## config.mk

```make
export PLATFORM = sky130hd
export DESIGN_NAME = axi_pkt_arbiter8
export DESIGN_NICKNAME = d
export VERILOG_FILES = /design/src/rtl/axi_pkt_arbiter8_pkg.sv /design/src/rtl/rr_prio_enc8.sv /design/src/rtl/axi_pkt_arbiter8.sv
export SDC_FILE = /design/constraint.sdc
export NUM_CORES = 1
export LEC_CHECK = 0
export CAP_MARGIN = 15
export CORE_AREA = 2 2 234 236
export DETAILED_ROUTE_END_ITERATION = 16
export DIE_AREA = 0 0 236 238
export PLACE_DENSITY = 0.45
export SETUP_SLACK_MARGIN = 0.02
export SLEW_MARGIN = 20
export SYNTH_ARGS = -nofsm -noshare
export SYNTH_HDL_FRONTEND = slang
export SYNTH_SLANG_ARGS = --single-unit
export TNS_END_PERCENT = 20
```

## constraint.sdc

```tcl
create_clock -name clk -period 2.7 [get_ports clk]
set_input_delay 0.675 -clock clk [delete_from_list [all_inputs] [get_ports clk]]
set_output_delay 0.675 -clock clk [all_outputs]
set_load 0.02 [all_outputs]
```

## src/rtl/axi_pkt_arbiter8_pkg.sv

```systemverilog
// Shared definitions for the 8-way packet-atomic AXI-stream arbiter.
//   ARB_RR / ARB_FIXED : arbitration mode values for the PRIO parameter.
//   NUM_CHAN           : number of input channels.
//   state_e            : arbiter FSM state encoding.
package axi_pkt_arbiter8_pkg;

   localparam int unsigned ARB_RR    = 0;
   localparam int unsigned ARB_FIXED = 1;
   localparam int unsigned NUM_CHAN  = 8;

   typedef enum logic {
      ST_IDLE = 1'b0,
      ST_PKT  = 1'b1
   } state_e;

endpackage

```

## src/rtl/rr_prio_enc8.sv

```systemverilog
// Combinational 8-bit priority encoder, round-robin or fixed priority.
//   req_i    : request bitmap.
//   last_i   : previous winner; round-robin search starts at last_i + 1 (mod 8).
//   mode_i   : 0 = round-robin, 1 = fixed (lowest index wins).
//   winner_o : selected index (0 when no request).
//   any_o    : at least one request is set.
module rr_prio_enc8
   import axi_pkt_arbiter8_pkg::*;
(
   input  logic [7:0] req_i,
   input  logic [2:0] last_i,
   input  logic       mode_i,
   output logic [2:0] winner_o,
   output logic       any_o
);

   localparam logic MODE_FIXED = 1'(ARB_FIXED);

   assign any_o = |req_i;

   // Both searches scan from the lowest-priority candidate to the highest so the final
   // assignment that fires belongs to the highest-priority requester.
   always_comb begin
      logic [2:0] idx;
      winner_o = 3'd0;
      idx      = 3'd0;
      if (mode_i == MODE_FIXED) begin
         for (int i = 7; i >= 0; i--) begin
            if (req_i[i]) winner_o = 3'(i);
         end
      end else begin
         for (int off = 8; off >= 1; off--) begin
            idx = 3'(32'(last_i) + off);  // wraps mod 8
            if (req_i[idx]) winner_o = idx;
         end
      end
   end

endmodule

```

## src/rtl/axi_pkt_arbiter8.sv

```systemverilog
// Packet-atomic arbiter merging 8 AXI-stream inputs onto one output.
//   clk, reset_n       : clock, asynchronous active-low reset.
//   clear              : synchronous flush back to idle (abandons a packet in flight).
//   iN_t*              : input channel N stream (tready is driven by the arbiter).
//   o_t*               : merged output stream; combinational copy of the granted input.
//   grant              : index of the granted channel (0 while idle).
//   busy               : a packet is in progress.
// One idle cycle is spent arbitrating before every packet; once granted, a channel keeps
// the output until its tlast beat is accepted.
module axi_pkt_arbiter8
   import axi_pkt_arbiter8_pkg::*;
#(
   parameter int unsigned WIDTH       = 64,
   parameter logic [7:0]  ACTIVE_CHAN = 8'hFF,
   parameter int unsigned PRIO        = ARB_RR
) (
   input  logic             clk,
   input  logic             reset_n,
   input  logic             clear,
   input  logic [WIDTH-1:0] i0_tdata,
   input  logic             i0_tlast,
   input  logic             i0_tvalid,
   output logic             i0_tready,
   input  logic [WIDTH-1:0] i1_tdata,
   input  logic             i1_tlast,
   input  logic             i1_tvalid,
   output logic             i1_tready,
   input  logic [WIDTH-1:0] i2_tdata,
   input  logic             i2_tlast,
   input  logic             i2_tvalid,
   output logic             i2_tready,
   input  logic [WIDTH-1:0] i3_tdata,
   input  logic             i3_tlast,
   input  logic             i3_tvalid,
   output logic             i3_tready,
   input  logic [WIDTH-1:0] i4_tdata,
   input  logic             i4_tlast,
   input  logic             i4_tvalid,
   output logic             i4_tready,
   input  logic [WIDTH-1:0] i5_tdata,
   input  logic             i5_tlast,
   input  logic             i5_tvalid,
   output logic             i5_tready,
   input  logic [WIDTH-1:0] i6_tdata,
   input  logic             i6_tlast,
   input  logic             i6_tvalid,
   output logic             i6_tready,
   input  logic [WIDTH-1:0] i7_tdata,
   input  logic             i7_tlast,
   input  logic             i7_tvalid,
   output logic             i7_tready,
   output logic [WIDTH-1:0] o_tdata,
   output logic             o_tlast,
   output logic             o_tvalid,
   input  logic             o_tready,
   output logic [2:0]       grant,
   output logic             busy
);

   logic [WIDTH-1:0] in_tdata [NUM_CHAN];
   logic [7:0]       in_tlast;
   logic [7:0]       in_tvalid;
   logic [7:0]       in_tready;
   logic [7:0]       req;
   logic [2:0]       winner;
   logic             any;

   state_e     state_q, state_d;
   logic [2:0] grant_q, grant_d;
   logic [2:0] last_grant_q, last_grant_d;
   logic       busy_q, busy_d;

   assign in_tdata[0] = i0_tdata;
   assign in_tdata[1] = i1_tdata;
   assign in_tdata[2] = i2_tdata;
   assign in_tdata[3] = i3_tdata;
   assign in_tdata[4] = i4_tdata;
   assign in_tdata[5] = i5_tdata;
   assign in_tdata[6] = i6_tdata;
   assign in_tdata[7] = i7_tdata;
   assign in_tlast  = {i7_tlast, i6_tlast, i5_tlast, i4_tlast,
                       i3_tlast, i2_tlast, i1_tlast, i0_tlast};
   assign in_tvalid = {i7_tvalid, i6_tvalid, i5_tvalid, i4_tvalid,
                       i3_tvalid, i2_tvalid, i1_tvalid, i0_tvalid};
   assign {i7_tready, i6_tready, i5_tready, i4_tready,
           i3_tready, i2_tready, i1_tready, i0_tready} = in_tready;

   // Unconnected channels never raise a request.
   assign req = in_tvalid & ACTIVE_CHAN;

   rr_prio_enc8 u_enc (
      .req_i    (req),
      .last_i   (last_grant_q),
      .mode_i   (PRIO == ARB_FIXED),
      .winner_o (winner),
      .any_o    (any)
   );

   // Zero-latency data path from the granted input; everything is held at 0 while idle.
   always_comb begin
      o_tdata   = '0;
      o_tlast   = 1'b0;
      o_tvalid  = 1'b0;
      in_tready = '0;
      if (state_q == ST_PKT) begin
         case (grant_q)
            3'd0: o_tdata = in_tdata[0];
            3'd1: o_tdata = in_tdata[1];
            3'd2: o_tdata = in_tdata[2];
            3'd3: o_tdata = in_tdata[3];
            3'd4: o_tdata = in_tdata[4];
            3'd5: o_tdata = in_tdata[5];
            3'd6: o_tdata = in_tdata[6];
            3'd7: o_tdata = in_tdata[7];
         endcase
         o_tlast   = in_tlast[grant_q];
         o_tvalid  = in_tvalid[grant_q];
         in_tready = ACTIVE_CHAN & ({7'd0, o_tready} << grant_q);
      end
   end

   always_comb begin
      state_d      = state_q;
      grant_d      = grant_q;
      last_grant_d = last_grant_q;
      busy_d       = busy_q;
      if (clear) begin
         state_d      = ST_IDLE;
         grant_d      = 3'd0;
         last_grant_d = 3'd7;
         busy_d       = 1'b0;
      end else begin
         unique case (state_q)
            ST_IDLE: begin
               if (any) begin
                  state_d = ST_PKT;
                  grant_d = winner;
                  busy_d  = 1'b1;
               end
            end
            ST_PKT: begin
               if (o_tvalid && o_tready && o_tlast) begin
                  state_d      = ST_IDLE;
                  last_grant_d = grant_q;
                  grant_d      = 3'd0;
                  busy_d       = 1'b0;
               end
            end
            default: ;
         endcase
      end
   end

   always_ff @(posedge clk or negedge reset_n) begin
      if (!reset_n) begin
         state_q      <= ST_IDLE;
         grant_q      <= 3'd0;
         last_grant_q <= 3'd7;
         busy_q       <= 1'b0;
      end else begin
         state_q      <= state_d;
         grant_q      <= grant_d;
         last_grant_q <= last_grant_d;
         busy_q       <= busy_d;
      end
   end

   assign grant = grant_q;
   assign busy  = busy_q;

endmodule

```

==> results.cfg <==
[outcome]
status = finished, violations left
violations = setup timing

[floorplanning]
ios = 610
rows = 85
start_util = 0.1002
die_area_um2 = 56170
die_x_um = 236
coreArea_um2 = 53500
die_h_um = 238

[worst_setup_path]
cp.depth = 7
cp-startpoint = grant[2]$_DFFE_PN0P_
crit_type = reg2out
r2r_slack_ns = 0.06
start_kind = flop
cp.arrival_ns = 2.18
cpMaxStageDelayCell = dfrtp_4
r2r-start = last_grant_q[1]$_DFFE_PN1P_
r2r_end = grant[0]$_DFFE_PN0P_
slowest_delay_ns = 0.54
cpLargestDelayFamily = compound AO/OA/AOI/OAI gates
crit_chain = buf_12 -> buf_16 -> mux2_2 -> a221o_1 -> o21ai_2 -> a21oi_4 -> buf_12
crit_fanout = 6
crit_path_frequent_cell = buf_12
required_ns = 2.03
crit_path_end_kind = output pin
path_buf_inv = 3
rr_worst_depth = 10
crit_end = o_tdata[4]

[timing]
slew_headroom = 0.6422
clock-skew-final_ns = 0.001052
min_period_ns = 2.850
fin_tns_setup_ns = -1.428
rsz0062_at_grt = yes
worst_slack_ns = -0.1503
hold_viol = 0
slew_viol_final = 0
tightest_slew_ns = 0.5329
clock.fmax_ghz = 0.3508
fin_crit_sh = 1.056
finalSetupViolations = 27

[synth]
yosys.area.top_type = mux4_2
async_flop_share = 1.000
synthFlopType = dfrtp_1
yosys_warnings = 0
ys_ff_latch = 8
syn_inst = 730
synth_edf_count = 0
ys_seq_area_frac = 0.03805
yosysTopAreaCellShare = 0.1849
synthTopCellsByArea = mux4_2, o21ai_0, mux2i_1
synth_fp_nets = 1264
ys_types = 54
synth_area_per_cell_um2 = 7.343
synthesis.area_um2 = 5360

[global_routing]
grt_overflow = 0
grt_max_degree = 34
antenna_found_initial = 5
grt_pass1_wl_mm = 67.19
first_global_vias = 9698
grt_usage = 0.1632

[clocking]
h-tree-depth = 1
clockRootBuffer = clkbuf_16
clock_latency_ns = 0.24
cts_sinks = 8
numCtsBuffers = 3
tritoncts = yes
cts_hold_buf = 0
cts.reportedPaths.clkPinSlew_ns = 0.04
cts.path.max_buffers = 2

[routing]
first_pass_iters = 4
drc = 0
routedWlPerCell_um = 23.54
routed_wl_mm = 50.80
drt_iter0_drc = 378
vias = 9292
drtAntennaViolNets = 0
vias_per_cell = 4.306

[layout]
layout-drive-gt1-share = 0.3228
syn_to_final_growth_pct = 172.8
post-route-util = 0.2733
layout_commonest_cell = clkdlybuf4s50_1
nets = 1994
final_cell_mix = clkdlybuf4s50_1, buf_4, o21ai_0

[power]
p_leak_uw = 0.005324
power_density_nw_per_um2 = 408.5
peakVddDrop_mv = 0.3047

[min_path]
holdCritPathClass = reg2reg

[place]
io_buffers = 609
dp_slack_ns = -0.7453
gp_congestion = 0.9074
dp_hpwl_mm = 42.25

[flow_run]
cap_viol_max_count = 0
-- cell type report --
| class | count | area [um^2] |
|---|---|---|
| Multi-Input combinational cell | 633 | 5316 |
| Fill cell | 5819 | 38870 |
| Sequential cell | 8 | 216.5 |
| Tap cell | 696 | 870.8 |
| Clock buffer | 4 | 78.83 |
| Antenna cell | 3 | 7.507 |
| Inverter | 12 | 75.07 |
| Timing Repair Buffer | 802 | 8058 |
-- power breakdown --
group          internal (uW)  switching (uW)  total [uW]  leakage [uW]
Sequential               144            33.3         177     0.0000901
Clock                    197            64.1         261     0.0000382
Combinational           2840            2690        5540       0.00520
Total                   3180            2790        5970       0.00532
-- tightest hold or removal path, cell delays in order, from the launching register on --
cell     delay, ns
dfrtp_1       0.37
nand2_1       0.06
a21oi_1       0.05
-- how the worst min path moves through the flow --
stage	start	depth (start not counted)	endpoint	slack, ns
global placement	busy$_DFFE_PN0P_	2	busy$_DFFE_PN0P_	0.52
CTS	busy$_DFFE_PN0P_	2	busy$_DFFE_PN0P_	0.53
global route	busy$_DFFE_PN0P_	2	busy$_DFFE_PN0P_	0.54
detailed placement	busy$_DFFE_PN0P_	2	busy$_DFFE_PN0P_	0.52
floorplan	reset_n	0	busy$_DFFE_PN0P_	0.38
finish	busy$_DFFE_PN0P_	2	busy$_DFFE_PN0P_	0.52
-- timing repair --
action | CTS | global route
gates cloned | 1 | 6
setup endpoints to repair | 74 | 72
resized for setup | 223 | 191
buffers inserted | 0 | 27
pin swaps | 8 | 42
-- layer usage --
metal	track usage	vias to the layer above	share of wire
li1	-	4351	-
met1	0.1824	4397	0.38
met2	0.3037	474	0.52
met3	0.03251	66	0.067
met4	0.06138	4	0.037
met5	0	-	0.00053
-- cells in the mapped netlist, types with 2 or more instances --
cell type	count
o21ai_0	123
xnor2_1	2
a221o_1	3
a211o_1	3
a21oi_1	82
mux2i_1	48
dfstp_2	3
o221a_2	2
a221oi_1	9
a21oi_2	2
dfrtp_1	5
nand2_1	97
nor2_1	40
o21a_1	2
o221ai_1	35
nor3_1	6
a32oi_1	3
mux4_2	44
o21ai_1	2
or4_1	2
a21boi_0	8
inv_1	10
nand3_1	9
a22oi_1	21
o311ai_1	2
buf_6	3
nor4_1	2
ha_1	2
o22ai_1	14
mux4_1	4
o211ai_1	2
buf_2	12
mux2_2	40
buf_1	7
a211oi_1	4
clkbuf_1	55
a31oi_1	5
-- logic make-up after synthesis --
logic type | count (synthesis) | synth area share
xor+xnor | 3 | 0.004903
compound gates | 331 | 0.3817
mux | 136 | 0.3782
simple gates | 161 | 0.1228
flops | 8 | 0.03805
buf+inv | 89 | 0.06980
fa+ha+maj | 2 | 0.004668
-- stage by stage --
stage	power, uW	cell area (um^2)	hold WS (ns)	std cells
after floorplan	2338	5477	0.3794	730
after global placement	5214	13530	0.5168	2117
after detailed placement	5212	13530	0.5242	2117
after CTS	5536	13790	0.5295	2122
after global routing	6340	14620	0.5413	2158
final	5973	14620	0.5233	2158
-- sequential cells by signal (all words and copies together), names as in the netlist --
| name | flops |
|---|---|
| grant | 3 |
| busy | 1 |
| state_q | 1 |
| last_grant_q | 3 |
(Power assumes the default switching activity.)
